===== src/rtl/mipi_frame_monitor.sv =====
// Observes the deserializer dvo/lvo/fvo strobes and measures line width, frame height and frame count.
// Outputs registered one cycle after the input event. Observation only, so the pixel stream is never stalled.
module mipi_frame_monitor #(
  parameter int CNT_WIDTH = 16,
  parameter int ERR_BITS  = 4
) (
  input  logic                 img_clk,
  input  logic                 resetb,
  input  logic                 enable,
  input  logic                 dvo,
  input  logic                 lvo,
  input  logic                 fvo,
  input  logic                 clear_stats,
  input  logic [CNT_WIDTH-1:0] exp_width,
  input  logic [CNT_WIDTH-1:0] exp_height,
  output logic [CNT_WIDTH-1:0] meas_width,
  output logic [CNT_WIDTH-1:0] meas_height,
  output logic [CNT_WIDTH-1:0] frame_count,
  output logic                 frame_done,
  output logic                 frame_active,
  output logic [ERR_BITS-1:0]  err_flags
);

  typedef enum logic [1:0] {
    ST_DISARMED   = 2'd0,
    ST_WAIT_FRAME = 2'd1,
    ST_IN_FRAME   = 2'd2
  } state_t;

  localparam logic [CNT_WIDTH-1:0] ONE = {{(CNT_WIDTH-1){1'b0}}, 1'b1};

  state_t               r_state;
  state_t               w_next;
  logic                 r_lvo_q;
  logic                 r_fvo_q;
  logic [CNT_WIDTH-1:0] r_pix_cnt;
  logic [CNT_WIDTH-1:0] r_line_cnt;
  logic [CNT_WIDTH-1:0] r_meas_width;
  logic [CNT_WIDTH-1:0] r_meas_height;
  logic [CNT_WIDTH-1:0] r_frame_count;
  logic                 r_frame_done;
  logic [ERR_BITS-1:0]  r_err;

  logic                 w_lvo_rise;
  logic                 w_lvo_fall;
  logic                 w_fvo_rise;
  logic                 w_fvo_fall;
  logic                 w_armed;
  logic                 w_in_frame;
  logic                 w_line_end;
  logic                 w_frame_end;
  logic                 w_frame_start;
  logic                 w_pix_inc;
  logic [CNT_WIDTH-1:0] w_pix_next;
  logic [CNT_WIDTH-1:0] w_line_next;
  logic [CNT_WIDTH-1:0] w_final_lines;
  logic [ERR_BITS-1:0]  w_err_new;

  assign w_lvo_rise    = lvo & ~r_lvo_q;
  assign w_lvo_fall    = ~lvo & r_lvo_q;
  assign w_fvo_rise    = fvo & ~r_fvo_q;
  assign w_fvo_fall    = ~fvo & r_fvo_q;

  // A low enable discards the current cycle's events immediately, not only from next cycle.
  assign w_armed       = enable & (r_state != ST_DISARMED);
  assign w_in_frame    = enable & (r_state == ST_IN_FRAME);
  assign w_frame_start = enable & (r_state == ST_WAIT_FRAME) & w_fvo_rise;
  assign w_line_end    = w_in_frame & w_lvo_fall;
  assign w_frame_end   = w_in_frame & w_fvo_fall;

  assign w_pix_inc     = w_in_frame & ~w_lvo_rise & dvo & lvo & ~(&r_pix_cnt);
  assign w_pix_next    = r_pix_cnt + ONE;
  assign w_line_next   = (&r_line_cnt) ? r_line_cnt : (r_line_cnt + ONE);
  // A line closing in the same cycle as the frame is included in the height.
  assign w_final_lines = w_line_end ? w_line_next : r_line_cnt;

  always_comb begin
    w_err_new    = '0;
    w_err_new[0] = w_line_end & (exp_width != '0) & (r_pix_cnt != exp_width);
    w_err_new[1] = w_frame_end & (exp_height != '0) & (w_final_lines != exp_height);
    w_err_new[2] = w_armed & ((dvo & ~lvo) | (lvo & ~fvo) |
                              (w_lvo_rise & (r_state == ST_WAIT_FRAME)));
    w_err_new[3] = w_pix_inc & (&w_pix_next);
  end

  always_ff @(posedge img_clk or negedge resetb) begin
    if (!resetb) r_state <= ST_DISARMED;
    else         r_state <= w_next;
  end

  always_comb begin
    w_next = r_state;
    case (r_state)
      ST_DISARMED:   w_next = ST_WAIT_FRAME;
      ST_WAIT_FRAME: if (w_fvo_rise) w_next = ST_IN_FRAME;
      ST_IN_FRAME:   if (w_fvo_fall) w_next = ST_WAIT_FRAME;
      default:       w_next = ST_DISARMED;
    endcase
    if (!enable) w_next = ST_DISARMED;
  end

  always_ff @(posedge img_clk or negedge resetb) begin
    if (!resetb) begin
      r_lvo_q       <= 1'b0;
      r_fvo_q       <= 1'b0;
      r_pix_cnt     <= '0;
      r_line_cnt    <= '0;
      r_meas_width  <= '0;
      r_meas_height <= '0;
      r_frame_count <= '0;
      r_frame_done  <= 1'b0;
      r_err         <= '0;
    end else begin
      // Edge history tracks the bus even when disarmed so a frame already open at arm time shows no rise.
      r_lvo_q <= lvo;
      r_fvo_q <= fvo;

      if (r_state == ST_DISARMED || w_frame_start) begin
        r_pix_cnt  <= '0;
        r_line_cnt <= '0;
      end else if (w_in_frame) begin
        if (w_lvo_rise)     r_pix_cnt <= dvo ? ONE : '0;
        else if (w_pix_inc) r_pix_cnt <= w_pix_next;
        if (w_line_end)     r_line_cnt <= w_line_next;
      end

      if (w_line_end)  r_meas_width  <= r_pix_cnt;
      if (w_frame_end) r_meas_height <= w_final_lines;
      r_frame_done <= w_frame_end;

      // New events land on top of a same-cycle clear.
      r_frame_count <= (clear_stats ? '0 : r_frame_count) + (w_frame_end ? ONE : '0);
      r_err         <= (clear_stats ? '0 : r_err) | w_err_new;
    end
  end

  assign meas_width   = r_meas_width;
  assign meas_height  = r_meas_height;
  assign frame_count  = r_frame_count;
  assign frame_done   = r_frame_done;
  assign frame_active = (r_state == ST_IN_FRAME);
  assign err_flags    = r_err;

endmodule


===== config.mk =====
export PLATFORM = sky130hd
export DESIGN_NAME = mipi_frame_monitor
export DESIGN_NICKNAME = d
export VERILOG_FILES = /design/src/rtl/mipi_frame_monitor.sv
export SDC_FILE = /design/constraint.sdc
export NUM_CORES = 1
export LEC_CHECK = 0
export BUFFER_PORTS_ARGS = -buffer_cell sky130_fd_sc_hd__buf_2
export CORE_MARGIN = 1
export CORE_UTILIZATION = 35
export CTS_BUF_LIST = sky130_fd_sc_hd__clkbuf_16
export CTS_CLUSTER_DIAMETER = 30
export DETAILED_ROUTE_END_ITERATION = 12
export SETUP_SLACK_MARGIN = 0.1
export SYNTH_ARGS = -nofsm -noshare
export SYNTH_HDL_FRONTEND = slang
export SYNTH_SLANG_ARGS = --single-unit

===== constraint.sdc =====
create_clock -name img_clk -period 2.2 [get_ports img_clk]
set_input_delay 0.11 -clock img_clk [delete_from_list [all_inputs] [get_ports img_clk]]
set_output_delay 0.11 -clock img_clk [all_outputs]
set_load 0.01 [all_outputs]

* After elaboration in Yosys (flattened, before gate mapping) *
Index checks and enable logic that the tools add are counted.
Widths: inputs -> output; s select.

word-level totals
  bits in registers = 89
  logic and storage cells = 79

operators by class
  $add $sub $neg = 3
  equality and inequality tests = 6
  multiplexer cells = 16
  bitwise logic cells = 32
  reductions and logical operators = 12

operators by type and width
  cell                   number
  $mux 16                9
  $reduce_and 16->1      3
  $add 16x1->16 const B  2
  $ne 16x16->1           2
  $reduce_bool 16->1     2
  $and 1x1->1            23
  $add 16x1->16          1
  $mux 2                 3
  $not 1->1              6
  $pmux 2 s3             1
  $mux 4                 1
  $or 4x4->4             1
  $reduce_and 2->1       2
  $reduce_bool 2->1      2
  $ne 3x2->1 const B     1
  $ne 3x3->1 const B     1
  $reduce_bool 3->1      1
  $eq 2x1->1 const B     1
  $eq 2x2->1 const B     1
  $logic_not 2->1        1
  $mux 1                 2
  $or 1x1->1             2
  $logic_or 1x1->1       1

* Longest topological paths before layout *
  word-level depth = 11
  depth in mapped cells = 11
  gate-level depth less buffers = 10

* Least setup slack after synthesis *
No wires, ideal clock.

  path kind = flip-flop to flip-flop
  start point = register r_line_cnt[1]
  end point = register r_err[1] (netlist: err_flags[1])
  library setup time = 0.133 ns
  arrival time = 2.206 ns
  data required time = 2.067 ns
  setup slack = -0.139 ns
  cell stages (with the launch flop) = 10
  path buffers = 1
  path through = dfrtp_1 ha_1 nand3_2 or4_1 buf_2 a211oi_2 o211ai_1 nor4_1 nor4b_2 a31oi_1

on the way
  longest elaborated chain between the ends = 6
  elaborated cells between the ends (all ways) = 7

RTL lines
  what                                                RTL line  source
  start: declaration                                  37        logic [CNT_WIDTH-1:0] r_line_cnt;
  start signal: assignment                            124       if (w_line_end) r_line_cnt <= w_line_next;
  $add 16x1->16 or $reduce_and 16->1 (tied branches)  73        assign w_line_next = (&r_line_cnt) ? r_line_cnt : (r_line_cnt + ONE);
  $mux 16                                             73
  $mux 16 *                                           -
  $ne 16x16->1 *                                      80        w_err_new[1] = w_frame_end & (exp_height != '0) & (w_final_lines != exp_height);
  $and 1x1->1 *                                       80
  $or 4x4->4 *                                        133       r_err <= (clear_stats ? '0 : r_err) | w_err_new;
  end signal: assignment                              133
  end: declaration                                    42        logic [ERR_BITS-1:0] r_err;

Every way passes the cells marked *; elsewhere a longest branch is shown, timed or not.
A chain may end at the register's enable or synchronous reset.

* Worst setup path after layout *
  start point = register r_state[0]
  end point = register r_err[3] (netlist: err_flags[3])

on the way
  longest elaborated chain between the ends = 8

RTL lines
  what                       RTL line  source
  start: declaration         32        state_t r_state;
  start signal: assignment   88        else r_state <= w_next;
  $eq 2x2->1                 66        assign w_in_frame = enable & (r_state == ST_IN_FRAME);
  $and 1x1->1                66
  $and 1x1->1 (4 in series)  71        assign w_pix_inc = w_in_frame & ~w_lvo_rise & dvo & lvo & ~(&r_pix_cnt);
  $and 1x1->1                83        w_err_new[3] = w_pix_inc & (&w_pix_next);
  $or 4x4->4                 133

Every way passes these cells.

==> out/results.ini <==
[status]
status = finished with violations
failed_checks = design-rule violations

[pwr]
seqPwrFrac_pct = 48.4
combPwrFrac_pct = 9.3
p_per_area_nw_per_um2 = 464
p_switching_uw = 896
p_clk_share_pct = 42.3
power_leakage_nw = 3.52
peakVddDrop_mv = 0.369
swShare_pct = 26.1
internal_power_mw = 2.53
total_power_mw = 3.43

[setup_path]
cp.depth = 8
critPathMaxFanout = 4
cp_top_family = simple AND/OR/NAND/NOR gates
ff2ff_setup_slack_ps = 30
r2r_end = err_flags[3]
rr_worst_depth = 8
required_ps = 2460
path_cells = buf_6 > and3b_2 > buf_12 > nand4_4 > a41oi_4 > nand2_2 > or4_4 > o32ai_4
slowest_delay_ps = 510
worst_ep_arrival_time_ps = 2430
cp-start-kind = flip-flop
cp.buffers_inverters = 2
endpoint = err_flags[3]
cpMaxStageDelayCell = or4_4
crit_path_start = r_state[0]
r2r-start = r_state[0]
cp-end-kind = flip-flop
critical_path_class = reg2reg

[sta]
finalSetupViolations = 0
rsz0062_at_grt = true
relSlewSlack_pct = 68.4
fmax_ghz = 0.461
skew_ps = 9.54
max_slew.worst_pin.slew_ps = 474
maxSlewViolCount = 0
finalHoldViolCount = 0
fin_crit_ps = 2170
fin_crit_sh_pct = 98.6
tns_ps = 0

[drt]
firstDrtPassIters = 9
drc = 9
vias = 5305
wl_mm = 17.6
via_per_inst = 5.39
drtIter0Drc = 355
antenna_left = 0
wl_per_cell_um = 17.9

[floorplan]
die_y_um = 126
start_util_pct = 36.3
ios = 93
rows = 44
die-area_sq_um = 15800
coreArea_sq_um = 14800
die_width_um = 126

[worst_hold_path]
min_path_type = in2reg

[synthesis]
synthTopCellsByCount = nand2_1 (107), dfrtp_1 (89), o21ai_0 (43), xor2_1 (32), nor2_1 (29)
synth.most_common_cell = nand2_1
syn_nets = 660
synthFlopType = dfrtp_1
yosys_register_bits = 89
async_flop_share_pct = 100
synth_top_area_cell = dfrtp_1
yosysUniqueCellTypes = 69
syn_area_sq_um = 5350
ys_warn_count = 0
syn-mean-instance-area_sq_um = 8.69
ys_seq_area_share_pct = 41.6
syn_inst = 616
yosysTopAreaCellShare_pct = 41.6
synthTopCellsByArea = dfrtp_1 (42%), nand2_1 (7.5%), xor2_1 (5.2%)
synth_edf_count = 0

[final_layout]
drive_gt1_share_pct = 35.6
diodes = 0
fillers = 1446
areaGrowthSynthToFinish_pct = 37.9
nNetsFinal = 839

[flow_run]
maxCapViolations = 0

[global_route]
grt_use_total_pct = 22.7
antenna_found_initial = 0
grt_max_degree = 37
grt_pass1_vias = 5189
grt.overflow.total = 0
grt_first_pass_wirelength_mm = 27.8

[clock_network]
cts_max_level = 3
numCtsBuffers = 9
clk_pin_slew_worst_paths_ps = 70
clk-insertion-delay-late_ps = 350
cts_buffer_depth = 2
cts-root-buf = clkbuf_16
tritoncts = built
clock_sinks = 89

[placed_design]
port_buffers = 92
post-dp-hpwl_mm = 12.9
routabilityCongestion = 0.933

## how the worst min path moves through the flow
stage	endpoint	slack [ps]	startpoint	depth (start not counted)
after CTS	r_lvo_q	40	lvo	2
after global routing	r_lvo_q	60	lvo	2
after floorplan	err_flags[0]	-190	resetb	0
final	r_state[0]	60	enable	2
after global placement	frame_count[7]	100	resetb	1
after detailed placement	frame_count[15]	100	resetb	1
## what timing repair did
action	CTS	global route
setup buffers	13	12
pin swaps	12	21
gates resized for setup	23	33
hold buffers	2	0
endpoints found under the hold margin	32	0
endpoints found under the setup margin	11	23
## layout by cell type, fill, tap and decap left out, drive strengths merged, types with 3 or more instances in the layout
cell and instances:
a21oi 28, a22oi 4, a31oi 10, and3 9
and4 3, buf 209, clkbuf 9, clkinv 5
dfrtp 89, ha 5, inv 18, mux2 4
mux2i 11, nand2 108, nand2b 7, nand3 25
nand3b 5, nand4 21, nand4b 4, nor2 29
nor2b 11, nor3 10, nor3b 3, nor4 18
o211ai 5, o21a 4, o21ai 46, o22ai 4
o31ai 3, or2 4, or3 8, or4 3
xnor2 15, xor2 32
## through the flow
stage	hold WS, ps	instances	instance area [sq um]	setup WS, ps	util [%]
floorplan	-186	616	5460	33.5	-
global placement	96.6	942	6650	-105	45.0
detailed placement	101	942	6650	-71.0	45.0
CTS	37.2	973	7140	-0.225	48.4
global route	62.9	984	7380	-64.6	50.1
finish	55.6	984	7380	29.8	50.1
## logic make-up (layout without fill, tap and decap cells)
group           after synthesis  in the layout  share of synthesized area (%)
mux                          15             15                           2.90
flops                        89             89                           41.6
compound gates              128            128                           15.2
simple gates                273            273                           26.8
fa+ha+maj                     5              5                           1.17
xor+xnor                     47             47                           7.69
buf+inv                      59            243                           4.63
## routing by layer
layer / global-route usage, % / up-vias / wire length [um]
met5: 0 / - / 0
met4: 8.97 / 0 / 452
met3: 3.19 / 33 / 667
met2: 38.3 / 139 / 8690
met1: 29.3 / 2584 / 7790
li1: - / 2549 / -
## sequential cells by signal, indices dropped and copies added (netlist names)
signal	flops
err_flags	4
r_fvo_q	1
r_pix_cnt	16
meas_height	16
frame_count	16
r_line_cnt	16
meas_width	16
r_state	2
frame_done	1
r_lvo_q	1
## power by group through the flow
stage / clock network, mW / registers (mW) / logic (mW)
floorplan: 0 / 1.70 / 0.126
global placement: 0 / 1.69 / 0.298
detailed placement: 0 / 1.69 / 0.305
CTS: 1.49 / 1.66 / 0.313
global route: 1.54 / 1.66 / 0.353
finish: 1.45 / 1.66 / 0.318
## layout make-up
| class | instances | area [sq um] | share of cell area [%] |
|---|---|---|---|
| Tap cell | 184 | 230 | 3.12 |
| Clock inverter | 7 | 37.5 | 0.508 |
| Inverter | 16 | 62.6 | 0.847 |
| Clock buffer | 9 | 225 | 3.05 |
| Multi-Input combinational cell | 468 | 3200 | 43.3 |
| Sequential cell | 89 | 2230 | 30.2 |
| Timing Repair Buffer | 211 | 1400 | 19.0 |
No activity file was read; power rests on OpenSTA's default activity.
